## config.mk

```make
export PLATFORM = sky130hd
export DESIGN_NAME = mem_readback_streamer
export DESIGN_NICKNAME = d
export VERILOG_FILES = /design/src/rtl/mem_reinit_pkg.sv /design/src/rtl/rb_fifo.sv /design/src/rtl/mem_readback_streamer.sv
export SDC_FILE = /design/constraint.sdc
export NUM_CORES = 1
export LEC_CHECK = 0
export ABC_CLOCK_PERIOD_IN_PS = 3200
export CORE_ASPECT_RATIO = 0.9
export CORE_UTILIZATION = 50
export CTS_CLUSTER_SIZE = 16
export DETAILED_ROUTE_END_ITERATION = 8
export PLACE_DENSITY = 0.74
export REMOVE_ABC_BUFFERS = 1
export SLEW_MARGIN = 15
export SYNTH_ARGS = -nofsm -noshare
export SYNTH_HDL_FRONTEND = slang
export SYNTH_SLANG_ARGS = --single-unit
```

## constraint.sdc

```tcl
create_clock -name clk_i -period 3.2 [get_ports clk_i]
set_input_delay 0.32 -clock clk_i [delete_from_list [all_inputs] [get_ports clk_i]]
set_output_delay 0.32 -clock clk_i [all_outputs]
set_load 0.03 [all_outputs]
```

## src/rtl/mem_reinit_pkg.sv

```systemverilog
// Shared types and constants for the BRAM readback streamer.
package mem_reinit_pkg;

  localparam int unsigned RB_BUF_DEPTH = 4;

  typedef enum logic [1:0] {
    StIdle,
    StStream,
    StFlush
  } rb_state_e;

endpackage

```

## src/rtl/rb_fifo.sv

```systemverilog
// Small synchronous FIFO holding readback words plus their last flag.
module rb_fifo
  import mem_reinit_pkg::*;
#(
  parameter int unsigned Width = 19,
  parameter int unsigned Depth = RB_BUF_DEPTH,
  localparam int unsigned PtrW = (Depth > 1) ? $clog2(Depth) : 1,
  localparam int unsigned CntW = $clog2(Depth + 1)
) (
  input  logic             clk_i,
  input  logic             rst_i,
  input  logic             push_i,
  input  logic [Width-1:0] wdata_i,
  input  logic             pop_i,
  output logic [Width-1:0] rdata_o,
  output logic [CntW-1:0]  count_o,
  output logic             empty_o
);

  logic [Width-1:0] mem_q [Depth];
  logic [PtrW-1:0]  wptr_q, wptr_d;
  logic [PtrW-1:0]  rptr_q, rptr_d;
  logic [CntW-1:0]  count_q, count_d;

  function automatic logic [PtrW-1:0] ptr_inc(input logic [PtrW-1:0] ptr);
    if (ptr == PtrW'(Depth - 1)) begin
      return '0;
    end
    return ptr + PtrW'(1);
  endfunction

  always_comb begin
    wptr_d  = wptr_q;
    rptr_d  = rptr_q;
    count_d = count_q;
    if (push_i) begin
      wptr_d = ptr_inc(wptr_q);
    end
    if (pop_i) begin
      rptr_d = ptr_inc(rptr_q);
    end
    count_d = count_q + CntW'(push_i) - CntW'(pop_i);
  end

  always_ff @(posedge clk_i or posedge rst_i) begin
    if (rst_i) begin
      wptr_q  <= '0;
      rptr_q  <= '0;
      count_q <= '0;
    end else begin
      wptr_q  <= wptr_d;
      rptr_q  <= rptr_d;
      count_q <= count_d;
    end
  end

  // Storage needs no reset: the count gates every observable read.
  always_ff @(posedge clk_i) begin
    if (push_i) begin
      mem_q[wptr_q] <= wdata_i;
    end
  end

  assign rdata_o = mem_q[rptr_q];
  assign count_o = count_q;
  assign empty_o = (count_q == '0);

endmodule

```

## src/rtl/mem_readback_streamer.sv

```systemverilog
// Sweeps a BRAM read port from address 0 to DEPTH_MEM-1 and streams each word
// out on a valid/ready interface with a last flag and running XOR checksum.
module mem_readback_streamer
  import mem_reinit_pkg::*;
#(
  parameter int unsigned WID_MEM   = 18,
  parameter int unsigned DEPTH_MEM = 4096,
  parameter int unsigned ADDR_W    = 12
) (
  input  logic               clk_i,
  input  logic               rst_i,
  input  logic               start_i,
  output logic [ADDR_W-1:0]  raddr_o,
  input  logic [WID_MEM-1:0] rdata_i,
  output logic               m_valid_o,
  input  logic               m_ready_i,
  output logic [WID_MEM-1:0] m_data_o,
  output logic               m_last_o,
  output logic               busy_o,
  output logic               done_o,
  output logic [WID_MEM-1:0] checksum_o
);

  localparam int unsigned       CntW     = $clog2(RB_BUF_DEPTH + 1);
  localparam logic [ADDR_W-1:0] LastAddr = ADDR_W'(DEPTH_MEM - 1);

  rb_state_e          state_q, state_d;
  logic [ADDR_W-1:0]  raddr_q, raddr_d;
  logic               busy_q, busy_d;
  logic               done_q, done_d;
  logic [WID_MEM-1:0] chk_q, chk_d;
  logic               inflight_q, inflight_d;
  logic               inflight_last_q, inflight_last_d;

  logic               issue;
  logic               credit_ok;
  logic               pop;
  logic [CntW-1:0]    fifo_cnt;
  logic               fifo_empty;
  logic [WID_MEM:0]   fifo_head;
  logic [CntW:0]      committed;

  rb_fifo #(
    .Width(WID_MEM + 1),
    .Depth(RB_BUF_DEPTH)
  ) u_fifo (
    .clk_i   (clk_i),
    .rst_i   (rst_i),
    .push_i  (inflight_q),
    .wdata_i ({inflight_last_q, rdata_i}),
    .pop_i   (pop),
    .rdata_o (fifo_head),
    .count_o (fifo_cnt),
    .empty_o (fifo_empty)
  );

  assign m_valid_o = ~fifo_empty;
  assign m_data_o  = fifo_head[WID_MEM-1:0];
  assign m_last_o  = m_valid_o & fifo_head[WID_MEM];
  assign pop       = m_valid_o & m_ready_i;

  // A read may only go out if its word is guaranteed a slot when it lands.
  assign committed = {1'b0, fifo_cnt} + (CntW + 1)'(inflight_q);
  assign credit_ok = committed <= ((CntW + 1)'(RB_BUF_DEPTH - 1) + (CntW + 1)'(pop));

  always_comb begin
    state_d         = state_q;
    raddr_d         = raddr_q;
    busy_d          = busy_q;
    done_d          = 1'b0;
    chk_d           = chk_q;
    issue           = 1'b0;

    if (pop) begin
      chk_d = chk_q ^ m_data_o;
    end

    unique case (state_q)
      StIdle: begin
        // The done cycle is already idle, so it must explicitly refuse a start.
        if (start_i && !done_q) begin
          state_d = StStream;
          busy_d  = 1'b1;
          chk_d   = '0;
          raddr_d = '0;
        end
      end
      StStream: begin
        if (credit_ok) begin
          issue = 1'b1;
          if (raddr_q == LastAddr) begin
            state_d = StFlush;
          end else begin
            raddr_d = raddr_q + ADDR_W'(1);
          end
        end
      end
      StFlush: begin
        if (pop && fifo_head[WID_MEM]) begin
          state_d = StIdle;
          busy_d  = 1'b0;
          done_d  = 1'b1;
        end
      end
      default: begin
        state_d = StIdle;
        busy_d  = 1'b0;
      end
    endcase

    inflight_d      = issue;
    inflight_last_d = issue && (raddr_q == LastAddr);
  end

  always_ff @(posedge clk_i or posedge rst_i) begin
    if (rst_i) begin
      state_q         <= StIdle;
      raddr_q         <= '0;
      busy_q          <= 1'b0;
      done_q          <= 1'b0;
      chk_q           <= '0;
      inflight_q      <= 1'b0;
      inflight_last_q <= 1'b0;
    end else begin
      state_q         <= state_d;
      raddr_q         <= raddr_d;
      busy_q          <= busy_d;
      done_q          <= done_d;
      chk_q           <= chk_d;
      inflight_q      <= inflight_d;
      inflight_last_q <= inflight_last_d;
    end
  end

  assign raddr_o    = raddr_q;
  assign busy_o     = busy_q;
  assign done_o     = done_q;
  assign checksum_o = chk_q;

endmodule

```

==> results of run 1 <==
==> stage by stage <==
step / instance area, µm² / setup WS, ns / util, % / power, µW
final: 6450 / 0.221 / 66.2 / 7890
after global routing: 6450 / 0.104 / 66.2 / 8340
after floorplan: 4970 / 0.248 / - / 4900
after CTS: 6450 / 0.138 / 66.2 / 7970
after global placement: 5900 / 0.553 / 60.6 / 6090
after detailed placement: 5900 / 0.493 / 60.6 / 6200
==> routing by layer <==
metal	vias up	part of all wire [%]	wire (µm)	global-route usage (%)
li1	1417	-	-	-
met1	1501	44	4430	28.2
met2	105	50	5130	34.4
met3	8	5.4	550	5.37
met4	0	0.76	77	8.22
met5	-	0	0	0
==> synth_stat cells (6+ instances only) <==
cell type / n
nand2_1: 42
nor3_1: 7
and2_1: 6
nor2_1: 23
clkbuf_1: 8
xor2_1: 19
edfxtp_1: 76
mux4_2: 19
nand3_1: 8
dfrtp_1: 43
ha_1: 14
inv_1: 13
==> power by group through the flow <==
stage | Clock, µW | Sequential, µW | Combinational (µW)
6_report | 1710 | 2590 | 3590
3_5_place_dp | 0 | 2610 | 3590
2_1_floorplan | 0 | 2910 | 1990
5_1_grt | 1800 | 2660 | 3880
3_3_place_gp | 0 | 2580 | 3520
4_1_cts | 1740 | 2600 | 3630
==> how the worst min path moves through the flow <==
stage,start,slack (ns),depth (start not counted),endpoint
5_1_grt,rdata_i[8],0.44,1,u_fifo.mem_q[3][8]
4_1_cts,rst_i,0.39,2,checksum_o[13]
6_report,rst_i,0.37,2,checksum_o[13]
3_5_place_dp,inflight_last_q,0.50,0,u_fifo.mem_q[3][18]
3_3_place_gp,inflight_last_q,0.50,0,u_fifo.mem_q[0][18]
2_1_floorplan,rdata_i[0],0.42,0,u_fifo.mem_q[0][0]
==> placed cells by master, fill, tap and decap left out, types with 4 or more instances in the layout <==
| master | count |
|---|---|
| a32oi_1 | 4 |
| ha_1 | 14 |
| nand3_1 | 8 |
| mux4_2 | 19 |
| clkinvlp_4 | 4 |
| edfxtp_1 | 76 |
| nand2_1 | 42 |
| nor2_1 | 23 |
| dfrtp_1 | 43 |
| clkdlybuf4s50_1 | 73 |
| clkbuf_16 | 16 |
| o21ai_1 | 4 |
| and2_1 | 6 |
| xor2_1 | 19 |
| nor3_1 | 6 |
| clkinv_4 | 4 |
| inv_1 | 12 |
==> state kept, by name, indices dropped and copies added, names as in the netlist <==
signal / count
done_o: 1
u_fifo.wptr_q: 2
checksum_o: 18
raddr_o: 12
busy_o: 1
inflight_last_q: 1
u_fifo.count_o: 3
state_q: 2
inflight_q: 1
u_fifo.mem_q: 76
u_fifo.rptr_q: 2
==> area by class of cell <==
class | count | area (µm²) | area share [%]
clock inverters | 15 | 131 | 2.04
well taps | 126 | 158 | 2.44
inverters | 13 | 48.8 | 0.757
flip-flops and latches | 119 | 3360 | 52.1
repair buffers | 77 | 773 | 12.0
multi-input cells | 191 | 1570 | 24.3
clock buffers | 17 | 414 | 6.42
==> worst register-to-register path: stages, from the launching register on <==
cell,delay [ns]
dfrtp_1,0.40
or3_1,0.43
and2_1,0.21
inv_1,0.14
ha_1,0.17
inv_1,0.04
a211o_1,0.30
a22o_1,0.33
or4_1,0.55
o211ai_1,0.10
==> cell families after synthesis <==
family                   count (synthesis)
flip-flops                             119
AND/OR/NAND/NOR                        108
multiplexers                            21
adder cells (fa/ha/maj)                 15
AO/OA/AOI/OAI                           27
XOR/XNOR                                20
buffers and inverters                   26
==> results.toml, run 1 <==
[timing]
max_clock_freq_mhz = 336
setup_viol = 0
maxSlewHeadroom_pct = 32.5
min_period_ns = 2.98
skew_ns = 0.00769
maxSlewViolCount = 0
worstMarginPinSlew_ns = 1.01
whs_ns = 0.370
hold_viol = 0
rsz0062_at_grt = "no"
period_share_pct = 93.1
totalNegativeSetupSlack_ns = 0

[clocking]
htreeDepth = 4
post_cts_buffers = 0
clock-sinks = 119
path_clk_slew_ns = 0.06
clkLatencyLatePin_ns = 0.51
cts_buffers = 17
ctsResizeCount = 0
clk_path_buf_depth = 2
cts_hold_buffers = 0
cts_tree = "done"
cts-root-buf = "clkbuf_8"

[power]
p_clk_share_pct = 21.6
power_switching_uw = 3150
combPwrFrac_pct = 45.5
p_int_uw = 4740
power_frac_seq_pct = 32.9
vdd_ir_drop_max_v = 0.000636
swShare_pct = 39.9
p_leak_uw = 0.00250
p_per_area_nw_per_um2 = 1220

[setup_path]
timing.rr.end = "raddr_o[11]"
critical-path-top-delay-family = "buffers and inverters"
crit_end = "m_data_o[0]"
path_depth = 3
path_max_fanout = 15
critPathSlowestCell = "dfrtp_1"
ff2ff_path_depth = 9
critPathLaunchType = "flop"
cp-startpoint = "u_fifo.rptr_q[0]"
worst-path-buf-inv = 2
cp.required_ns = 2.88
worst_setup_path_end_kind = "primary output"
crit_path_max_incr_delay_ns = 0.71
r2r_start = "u_fifo.count_o[2]"
path_cells = "buf_12, mux4_2, clkdlybuf4s50_1"
path_class = "flop to primary output"
arrival_ns = 2.66
r2r_slack_ns = 0.46

[cells_and_area]
antenna_cells = 0
layout.nets = 456
drive_gt1_share_pct = 15.3
nFillCells = 690
area_growth_pct = 28.0
finalNonFillerCells = 558

[global_route]
antenna_found_initial = 0
grt_pass1_vias = 3086
grt_pass1_wl_mm = 16.2
grt.total_usage_pct = 21.5
grt_max_degree = 44
grt-ovfl-total = 0

[synthesis]
ys_ff_latch = 119
synth_edf_count = 76
synthMuxAreaShare_pct = 8.89
netlist_instances = 336
synth_top_area_share_pct = 45.3
synthSimpleGateAreaFrac_pct = 10.6
synthAdderAreaFrac_pct = 3.87
synth_top_family_by_area = "simple AND/OR/NAND/NOR gates"
synthDistinctLibCells = 50
synthArstFlopShare_pct = 36.1
synth_area_leader_cell = "edfxtp_1"
ys_seq_area_share_pct = 66.7
synth_ff_type = "edfxtp_1"
synth_area_um2 = 5040
synth.area.top_cells = "edfxtp_1 (45%), dfrtp_1 (21%), mux4_2 (8.5%), ha_1 (3.5%), xor2_1 (3.3%)"
synth-xor-area-share_pct = 3.48
synth_compound_area_share_pct = 4.12
avgSynthCellArea_um2 = 15.0
ys_warn_count = 0

[drt]
drt-total-wl_mm = 10.2
first_iter_violations = 161
wl_per_cell_um = 18.3
first_pass_iters = 5
vias = 3031
vias_per_cell = 5.43
ant_nets = 0
drc = 0

[floorplan]
die_y_um = 97.2
io_pins = 74
die_area_um2 = 10500
rows = 34
core_um2 = 9740
die_x_um = 108
start_util_pct = 51.7

[placed_design]
place_inst = 526
gp_congestion = 0.787
portBuffers = 73
place_hpwl_mm = 6.18

[run]
maxCapViolCount = 0

[worst_hold_path]
hp-class = "input pin to async pin"

[outcome]
status = "complete, no violations"
No activity file was read; power rests on OpenSTA's default activity.
==> inputs of run 2 (changes only) <==
GPL_ROUTABILITY_DRIVEN = 0   (was default)
==> results of run 2 <==
Same layout as run 1: the final DEF is identical, and so are final timing and power.
